<file path="src/rtl/sram_controller_if.sv">
// MEM-stage request bus and external 16-bit SRAM pins of the SRAM controller.
// The controller uses the slave view; the pipeline/SRAM side uses the master view.
interface sram_controller_if;
    logic        wr_en;
    logic        rd_en;
    logic [31:0] address;
    logic [31:0] wdata;
    logic [31:0] rdata;
    logic        ready;
    logic [17:0] sram_addr;
    logic [15:0] sram_dq_o;
    logic [15:0] sram_dq_i;
    logic        sram_dq_oe;
    logic        sram_we_n;

    modport slave (
        input  wr_en, rd_en, address, wdata, sram_dq_i,
        output rdata, ready, sram_addr, sram_dq_o, sram_dq_oe, sram_we_n
    );

    modport master (
        output wr_en, rd_en, address, wdata, sram_dq_i,
        input  rdata, ready, sram_addr, sram_dq_o, sram_dq_oe, sram_we_n
    );
endinterface

</file>
<file path="src/rtl/sram_controller.sv">
// Splits 32-bit MEM-stage loads/stores into two half-word SRAM accesses, freezing the pipeline meanwhile.
// Optional one-entry read buffer enabled by defining SRAM_READ_BUFFER_EN.
module sram_controller #(
    parameter int WAIT_CYCLES = 1
) (
    input  logic              clk,
    input  logic              rst,
    sram_controller_if.slave  bus
);
    localparam int CW = (WAIT_CYCLES > 0) ? $clog2(WAIT_CYCLES + 1) : 1;
    localparam logic [CW-1:0] CNT_LAST = CW'(WAIT_CYCLES);

    // states: IDLE evaluate/hit | LO low half access | HI high half access | DONE release pipeline
    typedef enum logic [1:0] {IDLE = 2'd0, LO = 2'd1, HI = 2'd2, DONE = 2'd3} state_t;

    state_t        state_q, state_d;
    logic [CW-1:0] cnt_q, cnt_d;
    logic          wr_q, wr_d;
    logic [16:0]   w_q, w_d;
    logic [31:0]   wdata_q, wdata_d;
    logic [15:0]   rd_lo_q, rd_lo_d;
    logic [31:0]   rdata_q, rdata_d;
    logic [17:0]   sram_addr_q, sram_addr_d;

    logic [31:0]   offset;
    logic [16:0]   w_in;
    logic          req;
    logic          hit;
    logic          last;
    logic [31:0]   hit_data;
    logic          unused_offset_bits;

    assign offset             = bus.address - 32'd1024;
    assign w_in               = offset[18:2];
    assign unused_offset_bits = ^{offset[31:19], offset[1:0]};
    assign req                = bus.wr_en | bus.rd_en;
    assign last               = (cnt_q == CNT_LAST);

`ifdef SRAM_READ_BUFFER_EN
    logic        buf_valid_q, buf_valid_d;
    logic [16:0] buf_tag_q, buf_tag_d;
    logic [31:0] buf_data_q, buf_data_d;

    assign hit      = bus.rd_en & ~bus.wr_en & buf_valid_q & (buf_tag_q == w_in);
    assign hit_data = buf_data_q;

    // Filled by miss reads, kept coherent by write-through stores to the same word.
    always_comb begin
        buf_valid_d = buf_valid_q;
        buf_tag_d   = buf_tag_q;
        buf_data_d  = buf_data_q;
        if (state_q == DONE) begin
            if (!wr_q) begin
                buf_valid_d = 1'b1;
                buf_tag_d   = w_q;
                buf_data_d  = rdata_q;
            end else if (buf_valid_q && (buf_tag_q == w_q)) begin
                buf_data_d  = wdata_q;
            end
        end
    end

    always_ff @(posedge clk or posedge rst) begin
        if (rst) begin
            buf_valid_q <= 1'b0;
            buf_tag_q   <= '0;
            buf_data_q  <= '0;
        end else begin
            buf_valid_q <= buf_valid_d;
            buf_tag_q   <= buf_tag_d;
            buf_data_q  <= buf_data_d;
        end
    end
`else
    assign hit      = 1'b0;
    assign hit_data = rdata_q;
`endif

    always_ff @(posedge clk or posedge rst) begin
        if (rst) begin
            state_q     <= IDLE;
            cnt_q       <= '0;
            wr_q        <= 1'b0;
            w_q         <= '0;
            wdata_q     <= '0;
            rd_lo_q     <= '0;
            rdata_q     <= '0;
            sram_addr_q <= '0;
        end else begin
            state_q     <= state_d;
            cnt_q       <= cnt_d;
            wr_q        <= wr_d;
            w_q         <= w_d;
            wdata_q     <= wdata_d;
            rd_lo_q     <= rd_lo_d;
            rdata_q     <= rdata_d;
            sram_addr_q <= sram_addr_d;
        end
    end

    always_comb begin
        state_d     = state_q;
        cnt_d       = cnt_q;
        wr_d        = wr_q;
        w_d         = w_q;
        wdata_d     = wdata_q;
        rd_lo_d     = rd_lo_q;
        rdata_d     = rdata_q;
        sram_addr_d = sram_addr_q;
        case (state_q)
            IDLE: begin
                if (req) begin
                    if (hit) begin
                        rdata_d = hit_data;
                    end else begin
                        state_d     = LO;
                        cnt_d       = '0;
                        wr_d        = bus.wr_en;
                        w_d         = w_in;
                        wdata_d     = bus.wdata;
                        sram_addr_d = {w_in, 1'b0};
                    end
                end
            end
            LO: begin
                if (last) begin
                    state_d     = HI;
                    cnt_d       = '0;
                    sram_addr_d = {w_q, 1'b1};
                    if (!wr_q) rd_lo_d = bus.sram_dq_i;
                end else begin
                    cnt_d = cnt_q + 1'b1;
                end
            end
            HI: begin
                if (last) begin
                    state_d = DONE;
                    cnt_d   = '0;
                    // rdata only changes once the whole word is in, so a reset never exposes half a read.
                    if (!wr_q) rdata_d = {bus.sram_dq_i, rd_lo_q};
                end else begin
                    cnt_d = cnt_q + 1'b1;
                end
            end
            DONE:    state_d = IDLE;
            default: state_d = IDLE;
        endcase
    end

    always_comb begin
        bus.ready      = 1'b1;
        bus.sram_we_n  = 1'b1;
        bus.sram_dq_oe = 1'b0;
        bus.sram_dq_o  = '0;
        bus.rdata      = rdata_q;
        bus.sram_addr  = sram_addr_q;
        case (state_q)
            IDLE: begin
                bus.ready = ~req | hit;
                if (hit) bus.rdata = hit_data;
            end
            LO: begin
                bus.ready = 1'b0;
                if (wr_q) begin
                    bus.sram_we_n  = 1'b0;
                    bus.sram_dq_oe = 1'b1;
                    bus.sram_dq_o  = wdata_q[15:0];
                end
            end
            HI: begin
                bus.ready = 1'b0;
                if (wr_q) begin
                    bus.sram_we_n  = 1'b0;
                    bus.sram_dq_oe = 1'b1;
                    bus.sram_dq_o  = wdata_q[31:16];
                end
            end
            default: ;
        endcase
    end
endmodule

</file>
<file path="src/flat_wrapper.sv">
// flat-port wrapper written by rule: the top's interface ports become plain ports
module sram_controller_flat 
#(
    parameter int WAIT_CYCLES = 1
)
  (clk, rst, bus_wr_en, bus_rd_en, bus_address, bus_wdata, bus_sram_dq_i, bus_rdata, bus_ready, bus_sram_addr, bus_sram_dq_o, bus_sram_dq_oe, bus_sram_we_n);
  sram_controller_if bus_i ();
  input  logic clk;
  input  logic rst;
  input wire logic [$bits(bus_i.wr_en)-1:0] bus_wr_en;
  input wire logic [$bits(bus_i.rd_en)-1:0] bus_rd_en;
  input wire logic [$bits(bus_i.address)-1:0] bus_address;
  input wire logic [$bits(bus_i.wdata)-1:0] bus_wdata;
  input wire logic [$bits(bus_i.sram_dq_i)-1:0] bus_sram_dq_i;
  output wire logic [$bits(bus_i.rdata)-1:0] bus_rdata;
  output wire logic [$bits(bus_i.ready)-1:0] bus_ready;
  output wire logic [$bits(bus_i.sram_addr)-1:0] bus_sram_addr;
  output wire logic [$bits(bus_i.sram_dq_o)-1:0] bus_sram_dq_o;
  output wire logic [$bits(bus_i.sram_dq_oe)-1:0] bus_sram_dq_oe;
  output wire logic [$bits(bus_i.sram_we_n)-1:0] bus_sram_we_n;
  assign bus_i.wr_en = bus_wr_en;
  assign bus_i.rd_en = bus_rd_en;
  assign bus_i.address = bus_address;
  assign bus_i.wdata = bus_wdata;
  assign bus_i.sram_dq_i = bus_sram_dq_i;
  assign bus_rdata = bus_i.rdata;
  assign bus_ready = bus_i.ready;
  assign bus_sram_addr = bus_i.sram_addr;
  assign bus_sram_dq_o = bus_i.sram_dq_o;
  assign bus_sram_dq_oe = bus_i.sram_dq_oe;
  assign bus_sram_we_n = bus_i.sram_we_n;
  sram_controller #(.WAIT_CYCLES(WAIT_CYCLES)) u_core (.clk(clk), .rst(rst), .bus(bus_i));
endmodule
</file>
<file path="config.mk">
export PLATFORM = sky130hd
export DESIGN_NAME = sram_controller_flat
export DESIGN_NICKNAME = d
export VERILOG_FILES = /design/src/rtl/sram_controller_if.sv /design/src/rtl/sram_controller.sv /design/src/flat_wrapper.sv
export SDC_FILE = /design/constraint.sdc
export NUM_CORES = 1
export LEC_CHECK = 0
export CAP_MARGIN = 10
export CELL_PAD_IN_SITES_DETAIL_PLACEMENT = 2
export CELL_PAD_IN_SITES_GLOBAL_PLACEMENT = 2
export CORE_AREA = 2 2 132 134
export DETAILED_ROUTE_END_ITERATION = 8
export DIE_AREA = 0 0 134 136
export MAX_ROUTING_LAYER = met4
export PLACE_DENSITY = 0.76
export SLEW_MARGIN = 40
export SYNTH_ARGS = -nofsm -noshare
export SYNTH_HDL_FRONTEND = slang
export SYNTH_SLANG_ARGS = --single-unit
</file>
<file path="constraint.sdc">
create_clock -name clk -period 5.57 [get_ports clk]
set_clock_uncertainty 0.05 [all_clocks]
set_input_delay 1.3925 -clock clk [delete_from_list [all_inputs] [get_ports clk]]
set_output_delay 1.3925 -clock clk [all_outputs]
set_load 0.01 [all_outputs]
</file>
## Word level (Yosys, flattened, before mapping)

Index checks and enable logic that the tools add are counted.
W data, S select, Z words.

- Add/sub/neg operators: 2
- Multipliers: 0
- Divide/modulo/power cells: 0
- $lt $le $gt $ge: 0
- Equality and inequality tests: 6
- Shift operators: 0
- Multiplexer cells: 18
- Bitwise operators: 3
- Reduce and logical (&&, ||, !) cells: 10

Operator list:

| kind | number |
|---|---|
| $mux W18 | 2 |
| $pmux W18 S2 | 1 |
| $mux W16 | 2 |
| $pmux W16 S2 | 1 |
| $sub A19 B11 Y19 const B | 1 |
| $reduce_and A3 Y1 | 4 |
| $pmux W2 S4 | 1 |
| $mux W1 | 6 |
| $mux W2 | 3 |
| $ne A2 B1 Y1 const B | 3 |
| $eq A2 B2 Y1 const B | 2 |
| $pmux W1 S2 | 2 |
| $reduce_and A2 Y1 | 2 |
| $reduce_bool A2 Y1 | 2 |
| $eq A2 B1 Y1 const B | 1 |
| $logic_not A2 Y1 | 1 |
| $not A1 Y1 | 2 |
| $reduce_or A2 Y1 | 1 |
| $add A1 B1 Y1 const B | 1 |
| $or A1 B1 Y1 | 1 |

- Flip-flop bits (word level): 119
- Latch bits: 0
- RAM bits: 0
- ROM bits: 0
- Bits of input ports: 84
- Output and inout port bits: 69
- Logic and storage cells: 47
- Memories: 0

## Longest topological paths before layout

Gate-level depths: netlist (run 1).

- Word-level depth: 4
- Depth in mapped cells: 8
- Mapped depth without buffers: 6

## Least setup slack after synthesis (run 1)

Ideal clock, no wire load.

- Kind: in2out
- Start point: input port bus_rd_en
- End point: output port bus_ready
- Arrival: 2.070 ns
- Path slack: 2.057 ns
- Cell stages on the path: 3
- Path buffers: 1
- Path through: or3b_1 -> buf_2 -> o21ai_0

- Word-level cells in the longest chain between the ends: 3

Ends and longest elaborated chain:

| element | line | source |
|---|---|---|
| start: declaration | flat_wrapper.sv:11 | `input wire logic [$bits(bus_i.rd_en)-1:0] bus_rd_en;` |
| $or A1 B1 Y1 | sram_controller.sv:36 | `assign req = bus.wr_en \| bus.rd_en;` |
| $not A1 Y1 | sram_controller.sv:159 | `bus.ready = ~req \| hit;` |
| $pmux W1 S2 | sram_controller.sv:157 | `case (state_q)` |
| end: declaration | flat_wrapper.sv:16 | `output wire logic [$bits(bus_i.ready)-1:0] bus_ready;` |

No other way between the ends.

## Worst setup path in the final report (run 1)

Same ends and word-level chain as after synthesis.

==> metrics, run 1 <==
fmax 0.210 GHz; worst slew pin tran 0.776 ns; Avg Inst Size Synth 13.0 µm²; unique cell type count in the Yosys netlist 31; Worst-path clk slew 0.05 ns; Setup crit end kind primary output; Horiz. Die Dim 134 µm; Tmin final 4.77 ns; total CTS buffers 17; CTS Sinks approximately 120; routed len/inst 18.3 µm; Tcrit/Tclk final 85.6%; die height 136 µm; data arrival time of the worst path 3.32 ns; Met1 Wirelength slightly below 6000 µm; post-DP HPWL 9870 µm; worst skew pair latency 0.40 ns; row count 48; #FFs+latches synth 119; Pwr Density 610 mW/mm²; slack of the critical path 0.804 ns; Routability Congestion 0.773; post-synthesis sequential area ratio 59.8%; vias 3595; Area Overhead vs Synth 44.9%; Antenna Diode Count 0; DRT iter0 DRCs 108; status finished clean; met3 wire length roughly 1100 µm; RSZ-0062 raised after global routing no; H-Tree Depth 4; cts hold-fix bufs 0; share of layout cells above drive strength 1 24.8%; nets 616; vias in the first global route 4172; Ys Warns 0; crit-path max FO 9; DRC viols 0; syn_nets 472; Setup Buffers After CTS 0; Final setup viols 0; metal2 WL 6890 µm; Leak 0.00297 µW; fin. max-slew vios 0; DRT antenna net count 0; pin count of the biggest net entering global routing 84; Crit path required time just over 4 ns; setup_tns 0 ns; top sig layer met4; Startpoint Class input pin; number of max-cap violations 0; vias per cell 4.70; Die ar. roughly 0.018 mm²; Resized cells post-CTS 0; Min-Delay Path Class flop to flop; CP Class input pin to primary output; IO Pins between 150 and 200; starting density of the core 29.5%; worst vdd ir 0.266 mV; relative slew slack between 40% and 50%; Place WS 0.815 ns; final hold violation count 0; Routed WL 14000 µm; CTS root buf clkbuf_16; Pre-antenna DRT Iters 2; CTS tree yes; GR Overflow Total 0; Placed Instances 732; non-filler cells, final around 770; Syn Std Cell Area 0.00498 mm²; worst-case clock buffer depth 2; initial antenna violation count 0; fin util 42.8%; Total GRT Usage 16.7%; Overall Power 4400 µW; first-pass GRT wire length 22600 µm; core box area 0.0169 mm²; Post-Synthesis Cells 383; # port buffers approximately 140
==> sequential cells by signal, indices dropped and copies added (netlist names) <==
name and cells:
u_core.bus.sram_addr 18, u_core.cnt_q 1, u_core.hit_data 32, u_core.rd_lo_q 16
u_core.state_q 2, u_core.w_q 17, u_core.wdata_q 32, u_core.wr_q 1
==> path summary, 6_finish.rpt <==
kind / startpoint / endpoint / slack (ns) / cells past startpoint
max: bus_rd_en / bus_ready / 0.80 / 4
min: u_core.w_q[13]$_DFFE_PP0P_ / u_core.w_q[13]$_DFFE_PP0P_ / 0.44 / 2
max reg2reg: u_core.state_q[1]$_DFFE_PP0P_ / u_core.rd_lo_q[0]$_DFFE_PP0P_ / 3.05 / 7
min reg2reg: u_core.w_q[13]$_DFFE_PP0P_ / u_core.w_q[13]$_DFFE_PP0P_ / 0.44 / 2
max in group asynchronous: rst / u_core.wdata_q[2]$_DFFE_PP0P_ / 3.48 / 3
min in group asynchronous: rst / u_core.w_q[14]$_DFFE_PP0P_ / 1.29 / 2
==> where the power goes <==
part           internal [µW]  leakage (µW)  switching [µW]
registers               1310       0.00141             240
logic                   1000       0.00129             839
clock network            632      0.000270             375
total                   2950       0.00297            1450
==> cell type report <==
| type | instances | area, µm² |
|---|---|---|
| sequential | 119 | 2980 |
| inverter | 6 | 27.5 |
| clock inverter | 9 | 76.3 |
| fill | 1664 | 9660 |
| multi-input combinational | 236 | 1910 |
| tap | 225 | 282 |
| clock buffer | 23 | 468 |
| timing repair buffer | 147 | 1480 |
==> critical path: stages <==
cell             delay [ns]
clkdlybuf4s50_1        0.48
or3b_1                 0.58
o21ai_0                0.22
clkdlybuf4s50_1        0.65
==> through the flow <==
stage	instance area, µm²	hold slack [ns]
global route	7220	0.450
CTS	7190	0.439
finish	7220	0.440
global placement	6590	0.414
floorplan	4980	0.399
detailed placement	6640	0.425
==> Yosys cell counts (all sizes together) <==
library cell | n | share of area, %
xnor2 | 5 | 0.88
ha | 5 | 1.3
or3b | 1 | 0.18
mux2 | 91 | 21
nand3b | 1 | 0.15
dfrtp | 119 | 60
o21ai | 28 | 2.8
xor2 | 2 | 0.35
nor4 | 2 | 0.25
nand2b | 3 | 0.38
clkbuf | 7 | 0.53
a32oi | 3 | 0.53
inv | 6 | 0.45
o211ai | 3 | 0.55
nand3 | 2 | 0.20
buf | 15 | 1.6
nor2 | 23 | 1.7
nor3 | 1 | 0.10
a22oi | 16 | 2.4
and2 | 1 | 0.13
nand2 | 32 | 2.4
or2 | 1 | 0.13
nor3b | 2 | 0.30
mux2i | 8 | 1.6
o211a | 1 | 0.20
a21oi | 5 | 0.50
==> cell usage in the layout, fill, tap and decap left out, types with 2 or more instances in the layout <==
master and n:
inv_1 5, xor2_1 2, a32oi_1 3, nand2b_1 3
nor2_1 23, clkdlybuf4s50_1 137, mux2i_1 8, o21ai_0 26
o211ai_1 2, mux2_2 89, clkbuf_1 4, clkbuf_16 17
clkbuf_8 2, buf_8 2, nand3_1 2, xnor2_1 5
nor3b_1 2, dfrtp_1 119, nor4_1 2, a21oi_1 5
mux2_1 2, buf_4 6, clkinv_4 2, clkinv_2 6
a22oi_1 16, ha_1 3, nand2_1 32
==> cell families after synthesis <==
logic type               count (synthesis)  synth area share, %
multiplexers                            99                 22.2
AO/OA/AOI/OAI                           56                 7.01
buffers and inverters                   28                 2.56
flip-flops                             119                 59.8
adder cells (fa/ha/maj)                  5                 1.26
XOR/XNOR                                 7                 1.23
AND/OR/NAND/NOR                         69                 5.95
==> layer usage <==
metal | up-vias | track usage [%]
met1 | 1833 | 19.0
met5 | - | -
met3 | 10 | 6.52
li1 | 1630 | -
met2 | 122 | 27.5
met4 | 0 | 4.96
Note: power is estimated with default switching activity, not from simulation.
==> run 2, diff against run 1 <==
CELL_PAD_IN_SITES_DETAIL_PLACEMENT = 1   (was 2)
CELL_PAD_IN_SITES_GLOBAL_PLACEMENT = 1   (was 2)
CORE_AREA = 2 2 120 122   (was 2 2 132 134)
DIE_AREA = 0 0 122 124   (was 0 0 134 136)
PLACE_DENSITY = 0.77   (was 0.76)
==> run 2 against run 1 <==
Effect of this change:
- clock-buffer cell count increased by 3
- sequential power is essentially flat
- hold slack got worse by 0.0070 ns
- routed wire length is 14% lower
- design area fell by 1.0%
- power decreased by 0.73%
- highest routed layer unchanged
==> metrics, run 2 (synthesized netlist as in run 1, its figures left out) <==
worst vdd ir about 0.24 mV; Fillers 1401; Resized cells post-CTS 0; fin. max-slew vios 0; CTS root buf clkbuf_16; most frequent cells in the layout clkdlybuf4s50_1, dfrtp_1, mux2_2; final hold violation count 0; Pwr Density 612 mW/mm²; post-DP HPWL roughly 8500 µm; Hold Path Depth 2; Post-Layout Inst Area 0.00714 mm²; pin count of the biggest net entering global routing 58; Worst-path clk slew 0.05 ns; worst skew pair latency 0.41 ns; share of layout cells above drive strength 1 24.1%; worst-case clock buffer depth 2; crit-path max FO 9; starting density of the core 36.3%; Setup Buffers After CTS 0; Tmin final approximately 4.6 ns; R2R cell count 7; Setup crit end kind primary output; Horiz. Die Dim 122 µm; CTS tree yes; nets 614; DRC viols 0; total CTS buffers 17; Area Overhead vs Synth 43.5%; die height ~120 µm; Tcrit/Tclk final 82.6%; Crit path required time 4.13 ns; vias per cell 4.95; Antenna Diode Count 0; cell area after placement 0.00657 mm²; commonest non-fill, non-tap cell in the layout clkdlybuf4s50_1; Place WS 0.947 ns; Pre-antenna DRT Iters 4; RSZ-0062 raised after global routing no; relative slew slack 50.7%; vias in the first global route about 3800; slack of the critical path 0.970 ns; Routed WL 12100 µm; cts hold-fix bufs 0; footprint of the multi-input gates between 0.0015 and 0.002 mm²; Startpoint Class input pin; vias 3539; routed len/inst about 17 µm; Min-Delay Path Class flop to flop; Routability Congestion 0.730; Final setup viols 0; CP Class input pin to primary output; Leak 0.00297 µW; row count 43; data arrival time of the worst path 3.16 ns; H-Tree Depth 4; worst slew pin tran 0.737 ns; CTS Sinks 119; status finished clean; Die ar. 0.0151 mm²; fmax 0.217 GHz; Total GRT Usage 17.5%; initial antenna violation count 0; IO Pins 153; WHS 0.433 ns; GR Overflow Total 0; DRT antenna net count 0; number of max-cap violations 0; core box area 0.0137 mm²; setup_tns 0 ns; first-pass GRT wire length 19500 µm; # port buffers roughly 140; DRT iter0 DRCs 103; Reg area around 0.003 mm²
[run 2: final timing paths]
kind | start | endpoint | slack [ns]
max reg2reg | u_core.state_q[1]$_DFFE_PP0P_ | u_core.rd_lo_q[4]$_DFFE_PP0P_ | 2.95
max in group asynchronous | rst | u_core.hit_data[1]$_DFFE_PP0P_ | 3.16
min | u_core.w_q[9]$_DFFE_PP0P_ | u_core.w_q[9]$_DFFE_PP0P_ | 0.43
min in group asynchronous | rst | u_core.rd_lo_q[4]$_DFFE_PP0P_ | 1.40
min reg2reg | u_core.w_q[9]$_DFFE_PP0P_ | u_core.w_q[9]$_DFFE_PP0P_ | 0.43
max | bus_wr_en | bus_ready | 0.97
[run 2: worst max-delay path: stages]
cell and delay [ns]:
clkdlybuf4s50_1 0.47, or3b_1 0.53, o21ai_0 0.18, clkdlybuf4s50_1 0.58
[run 2: cell type report]
| cell class | instances | area share (%) |
|---|---|---|
| inverter | 6 | 0.350 |
| clock buffer | 26 | 7.13 |
| sequential | 119 | 41.7 |
| timing repair buffer | 145 | 20.2 |
| clock inverter | 3 | 0.911 |
| tap | 180 | 3.15 |
| multi-input combinational | 236 | 26.6 |
[run 2: power breakdown]
part,switching [µW],internal [µW]
registers,230,1310
logic,779,987
clock network,352,708
[run 2: through the flow]
step / std cells / total power, µW / util (%)
after global placement: 684 / 3240 / 47.6
after detailed placement: 686 / 3350 / 47.9
after global routing: 715 / 4670 / 52.1
after floorplan: 383 / 2540 / -
final: 715 / 4370 / 52.1
after CTS: 715 / 4440 / 52.1
[run 2: layer usage]
metal,up-vias,GRT usage [%],wire length (µm)
met5,-,-,0
met4,0,7.33,182
met3,18,4.49,655
met2,102,28.9,6110
met1,1806,20.4,5130
li1,1613,-,-
